--- src/rtl/qformat_pkg.sv ---
// Shared Q-format definitions for the Kalman datapath multiplier and divider:
// word geometry, saturation constants and the divider FSM states.
package qformat_pkg;

  localparam int N     = 32;
  localparam int Q     = 18;
  localparam int NQ    = N + Q;
  localparam int CNT_W = $clog2(NQ + 1);

  localparam logic [N-1:0] QMAX = 32'h7FFF_FFFF;
  localparam logic [N-1:0] QMIN = 32'h8000_0000;

  typedef enum logic [1:0] {
    IDLE,
    CALC,
    FIN
  } state_t;

  // Magnitude as an unsigned word; the most negative value maps onto 2^(N-1).
  function automatic logic [N-1:0] q_abs(input logic [N-1:0] v);
    return v[N-1] ? (~v + N'(1)) : v;
  endfunction

endpackage

--- src/rtl/qdiv_step.sv ---
// One restoring-division step: shift a numerator bit into the remainder and
// subtract the divisor whenever it fits.
module qdiv_step #(
  parameter int W = 32
) (
  input  logic [W:0]   rem_in,
  input  logic [W-1:0] divisor,
  input  logic         num_bit,
  output logic [W:0]   rem_out,
  output logic         q_bit
);

  logic [W+1:0] shifted;

  // The difference is always below the divisor, so W+1 bits hold it exactly.
  always_comb begin
    shifted = {rem_in, num_bit};
    q_bit   = (shifted >= {2'b00, divisor});
    rem_out = q_bit ? (shifted[W:0] - {1'b0, divisor}) : shifted[W:0];
  end

endmodule

--- src/rtl/qdiv_iter.sv ---
// Sequential signed Q-format divider, one quotient bit per clock, with
// truncation toward zero and saturation on overflow or divide-by-zero.
module qdiv_iter
  import qformat_pkg::*;
(
  input  logic         i_clk,
  input  logic         i_rst_n,
  input  logic         i_start,
  input  logic [N-1:0] i_a,
  input  logic [N-1:0] i_b,
  output logic         o_busy,
  output logic         o_done,
  output logic [N-1:0] o_result,
  output logic         o_ovr,
  output logic         o_div_zero
);

  state_t           state, state_nxt;
  logic [CNT_W-1:0] cnt;
  logic [N:0]       rem;
  logic [N:0]       rem_nxt;
  logic [NQ-1:0]    numer;
  logic [NQ-1:0]    quo;
  logic [N-1:0]     mag_b;
  logic             sign_q;
  logic             a_neg_q;
  logic             dz_q;
  logic             q_bit;
  logic [N-1:0]     res_nxt;
  logic             ovr_nxt;

  qdiv_step #(.W(N)) u_step (
    .rem_in  (rem),
    .divisor (mag_b),
    .num_bit (numer[NQ-1]),
    .rem_out (rem_nxt),
    .q_bit   (q_bit)
  );

  always_ff @(posedge i_clk or negedge i_rst_n) begin
    if (!i_rst_n) state <= IDLE;
    else          state <= state_nxt;
  end

  // A zero divisor still spends one cycle in CALC so that done arrives two
  // cycles after the accepting edge.
  always_comb begin
    state_nxt = state;
    o_busy    = (state != IDLE);
    unique case (state)
      IDLE: if (i_start) state_nxt = CALC;
      CALC: if (dz_q || (cnt == CNT_W'(1))) state_nxt = FIN;
      FIN:  state_nxt = IDLE;
      default: state_nxt = IDLE;
    endcase
  end

  always_comb begin
    res_nxt = '0;
    ovr_nxt = 1'b0;
    if (dz_q) begin
      res_nxt = a_neg_q ? QMIN : QMAX;
      ovr_nxt = 1'b1;
    end else if (|quo[NQ-1:N-1]) begin
      res_nxt = sign_q ? QMIN : QMAX;
      ovr_nxt = 1'b1;
    end else if (quo == '0) begin
      res_nxt = '0;
    end else begin
      res_nxt = sign_q ? (~quo[N-1:0] + N'(1)) : quo[N-1:0];
    end
  end

  always_ff @(posedge i_clk or negedge i_rst_n) begin
    if (!i_rst_n) begin
      cnt        <= '0;
      rem        <= '0;
      numer      <= '0;
      quo        <= '0;
      mag_b      <= '0;
      sign_q     <= 1'b0;
      a_neg_q    <= 1'b0;
      dz_q       <= 1'b0;
      o_done     <= 1'b0;
      o_result   <= '0;
      o_ovr      <= 1'b0;
      o_div_zero <= 1'b0;
    end else begin
      o_done <= 1'b0;
      unique case (state)
        IDLE: begin
          if (i_start) begin
            sign_q  <= i_a[N-1] ^ i_b[N-1];
            a_neg_q <= i_a[N-1];
            mag_b   <= q_abs(i_b);
            dz_q    <= (i_b == '0);
            rem     <= '0;
            numer   <= {q_abs(i_a), {Q{1'b0}}};
            quo     <= '0;
            cnt     <= CNT_W'(NQ);
          end
        end
        CALC: begin
          if (!dz_q) begin
            rem   <= rem_nxt;
            numer <= numer << 1;
            quo   <= {quo[NQ-2:0], q_bit};
            cnt   <= cnt - CNT_W'(1);
          end
        end
        FIN: begin
          o_done     <= 1'b1;
          o_result   <= res_nxt;
          o_ovr      <= ovr_nxt;
          o_div_zero <= dz_q;
        end
        default: ;
      endcase
    end
  end

endmodule

--- config.mk ---
export PLATFORM = sky130hd
export DESIGN_NAME = qdiv_iter
export DESIGN_NICKNAME = d
export VERILOG_FILES = /design/src/rtl/qformat_pkg.sv /design/src/rtl/qdiv_step.sv /design/src/rtl/qdiv_iter.sv
export SDC_FILE = /design/constraint.sdc
export NUM_CORES = 1
export LEC_CHECK = 0
export BUFFER_PORTS_ARGS = -buffer_cell sky130_fd_sc_hd__buf_2
export CAP_MARGIN = 20
export CORE_MARGIN = 2
export CORE_UTILIZATION = 60
export CTS_BUF_LIST = sky130_fd_sc_hd__clkbuf_8
export CTS_CLUSTER_SIZE = 25
export DETAILED_ROUTE_END_ITERATION = 7
export GPL_ROUTABILITY_DRIVEN = 1
export PLACE_DENSITY = 0.85
export SYNTH_ARGS = -nofsm -noshare
export SYNTH_HDL_FRONTEND = slang
export SYNTH_HIERARCHICAL = 1
export SYNTH_SLANG_ARGS = --single-unit
export TNS_END_PERCENT = 20
--- constraint.sdc ---
create_clock -name i_clk -period 3.8 [get_ports i_clk]
set_input_delay 0 -clock i_clk [delete_from_list [all_inputs] [get_ports i_clk]]
set_output_delay 0 -clock i_clk [all_outputs]
set_load 0.03 [all_outputs]
==> results by group <==
Yosys
  • Cell type with the highest aggregate area in the netlist: dfrtp_1
  • Number of storage elements in the synthesis netlist: 193
  • Mapped Cells: 1288
  • Post-synth top area share: 41.8%
  • Cell variety after synth: 75
  • Number of enable flip-flop cells after synthesis: 0
  • Ys flop type: dfrtp_1
  • Syn_nets: 1393
  • Library cell with the highest instance count after synthesis: dfrtp_1
  • Cell area after technology mapping: 11600 um^2
  • Average footprint of a synthesized cell: 8.98 um^2
  • Post-synth ARST share: 100%
  • Share of synthesized area occupied by flip-flops and latches: 41.8%
  • Total of warnings raised by yosys: 6
  • Main area contributors after synthesis: dfrtp_1, a22o_1, o21ai_0
  • Leading cell types by count after synthesis: dfrtp_1, nand2_1, o21ai_0

Floorplanning
  • Effective utilization at floorplan: 61.4%
  • Std-Cell Core Area: 18800 um^2
  • Die extent in y: 143 um
  • Area of the die: 20400 um^2
  • Row count: 50
  • I/O pin cnt: 103
  • Floorplan die width: 143 um

Finish
  • Area added between synthesis and finish: 16.4%
  • Final #Nets: 1527
  • Layout cell share with drive strength beyond 1: 12.5%

Run
  • Max-capacitance violation count: 0

Critical path
  • Startpoint of the worst register-to-register path: numer[49]
  • Cell class contributing the biggest share of worst-path delay: compound AO/OA/AOI/OAI gates
  • Kind of capture point of the worst setup path: flip-flop
  • Slowest cell on the critical path: fa_1
  • Slowest Stage Delay on Critical Path: 0.44 ns
  • Ordered cell list for the critical path: inv_1 -> ha_1 -> inv_1 -> fa_1 -> a211oi_2 -> o211a_1 -> nor2_1 -> a21o_1 -> a311o_1 -> a311oi_2 -> o21ai_1 -> mux2_1 -> a22o_1
  • Worst flop-to-flop path endpoint: rem[32]
  • Most common cell type on the critical path: inv_1
  • Depth of the critical timing path with buffers and inverters included: 13
  • Worst setup slack for register-to-register paths: 0.50 ns
  • Critical path arrival: 3.69 ns
  • Setup CP Type: flip-flop to flip-flop
  • Depth of the worst register-to-register path: 13
  • Count of buffering cells on the critical path with inverters included: 2
  • Required time reported for the critical path endpoint: 4.19 ns
  • Setup crit start kind: flip-flop
  • Maximum fanout count along the critical path: 4

Routing
  • Count of routing violations after the opening detailed-route iteration: 1142
  • DRC violation count after routing: 0
  • Routed length per instance: 17.5 um
  • Total wire length: 29700 um
  • Number of nets still failing antenna checks after routing: 0
  • Number of vias in the routed layout: 10600
  • Detailed-route vias per instance: 6.23
  • Detailed-routing iteration count for the pre-antenna-repair pass: 8

Timing
  • Worst slew margin relative to its limit: 31.8%
  • Post-layout min period: 3.30 ns
  • Post-layout worst setup margin: 0.499 ns
  • Highest Clock Rate: 0.303 GHz
  • Layout Skew: 0.0260 ns
  • Total setup violations reported at the end of the flow: 0
  • Sum Neg Setup Slack: 0 ns
  • Unrepaired setup endpoints after global routing: false
  • Ratio of final minimum period to clock period: 86.9%
  • Endpoints failing hold: 0
  • Slew of the pin with the lowest slew margin: 1.02 ns
  • Number of max-slew violations in the final report: 0

Placed design
  • Quantity of I/O buffers inserted on ports: 102
  • HPWL after DPL: 18300 um
  • Final Wtd Congestion: 0.917
  • Worst setup slack after placement: 0.562 ns

GRT
  • Initial antenna violation count: 0
  • Largest net degree at the start of global routing: 123
  • Global-route wire length before repair: 49400 um
  • GRT Overall Usage: 29.8%
  • Vias in the first global route: 10300
  • Remaining global-route overflow: 0

Hold path
  • Worst hold path class: input port to flip-flop
  • Hold Crit Depth: 3
  • Startpoint of the lowest-slack hold path: i_b[31]
  • Worst hold endpoint: mag_b[31]

CTS
  • Clock tree from TritonCTS: yes
  • # Post-CTS Setup Buffers: 0
  • Deepest level of the CTS H-tree: 4
  • Sinks on the clock net: 193
  • Buffer type at the clock tree root: clkbuf_8
  • Clock-pin slew reported for the worst setup and hold paths after clock tree synthesis: 0.11 ns
  • Insertion delay of the later-clocked pin in the worst-skew pair: 0.50 ns
  • Clock buffer count from CTS: 17
  • Worst-case clock buffer depth: 2

Power
  • Leakage: 5.91 nW
  • Largest voltage drop on the vdd net: 0.540 mV
  • Power density over the cells: 1000 nW/um^2

Run status
  • Result of the run: completed
## cells by family (layout without fill, tap and decap cells)
kind of cell	count (synthesis)	after routing	synth area share, %
AO/OA/AOI/OAI	429	429	25.0
AND/OR/NAND/NOR	372	372	15.2
flip-flops	193	193	41.8
buffers and inverters	133	280	4.48
XOR/XNOR	114	114	8.63
adder cells (fa/ha/maj)	38	38	4.18
multiplexers	9	9	0.801
other	0	1	0
## sequential cells by signal, summed over array words and instances, names as in the netlist
signal / flops
rem: 33
o_div_zero: 1
sign_q: 1
cnt: 6
a_neg_q: 1
quo: 50
o_ovr: 1
o_done: 1
numer: 32
mag_b: 32
o_result: 32
state: 2
dz_q: 1
## power by group
part           internal, mW  switching [mW]  total (mW)
Clock                 0.509           0.876        1.39
Sequential             3.01           0.781        3.79
Combinational          3.54            4.75        8.29
## metrics by stage
stage                     hold slack [ns]  utilization [%]  instance area [um^2]  power (mW)  cells
after floorplan                    -0.296                -                 11600        9.95   1288
after global placement              0.225             65.0                 12200        11.4   1585
after detailed placement            0.222             65.0                 12200        11.7   1585
after CTS                          0.0378             71.4                 13400        13.2   1694
after global routing                0.127             71.5                 13500        14.5   1695
final                              0.0622             71.5                 13500        13.5   1696
## worst max path at each step
stage / start / to / slack (ns)
floorplan: numer[49] / rem[32] / 0.79
global route: numer[49] / rem[32] / 0.35
finish: numer[49] / rem[32] / 0.50
detailed placement: numer[49] / rem[32] / 0.56
CTS: numer[49] / rem[32] / 0.54
global placement: numer[49] / rem[32] / 0.63
## layout by cell type (no fill, tap or decap), drive strengths merged, types with 25 or more instances in the layout
cell,n
inv,61
dlygate4sd3,77
nor2,110
xnor2,53
ha,37
nand2,121
buf,114
xor2,61
o31ai,25
o21ai,129
a21oi,95
dfrtp,193
a22o,80
## tightest hold or removal path, stage by stage
cell     delay, ns
buf_2         0.30
nand3_1       0.14
o21ai_0       0.07
## layout make-up
cell class | instances | area (um^2)
Multi-Input combinational cell | 962 | 6230
Fill cell | 1374 | 5360
Sequential cell | 193 | 4830
Timing Repair Buffer | 192 | 1450
Tap cell | 260 | 325
Clock buffer | 17 | 234
Inverter | 56 | 210
Clock inverter | 15 | 186
Antenna cell | 1 | 2.50
## routing by layer
| metal | routed length, um | global-route usage [%] |
|---|---|---|
| met5 | 0 | 0 |
| met4 | 722 | 9.28 |
| met3 | 1930 | 4.96 |
| met2 | 14300 | 49.3 |
| met1 | 12700 | 40.4 |
## what timing repair did
action                                  in CTS  in global routing
hold buffers                                77                  0
endpoints found under the setup margin       0                  0
endpoints found under the hold margin      187                  0
resized for setup                            0                  0
Note: power is estimated with default switching activity, not from simulation.
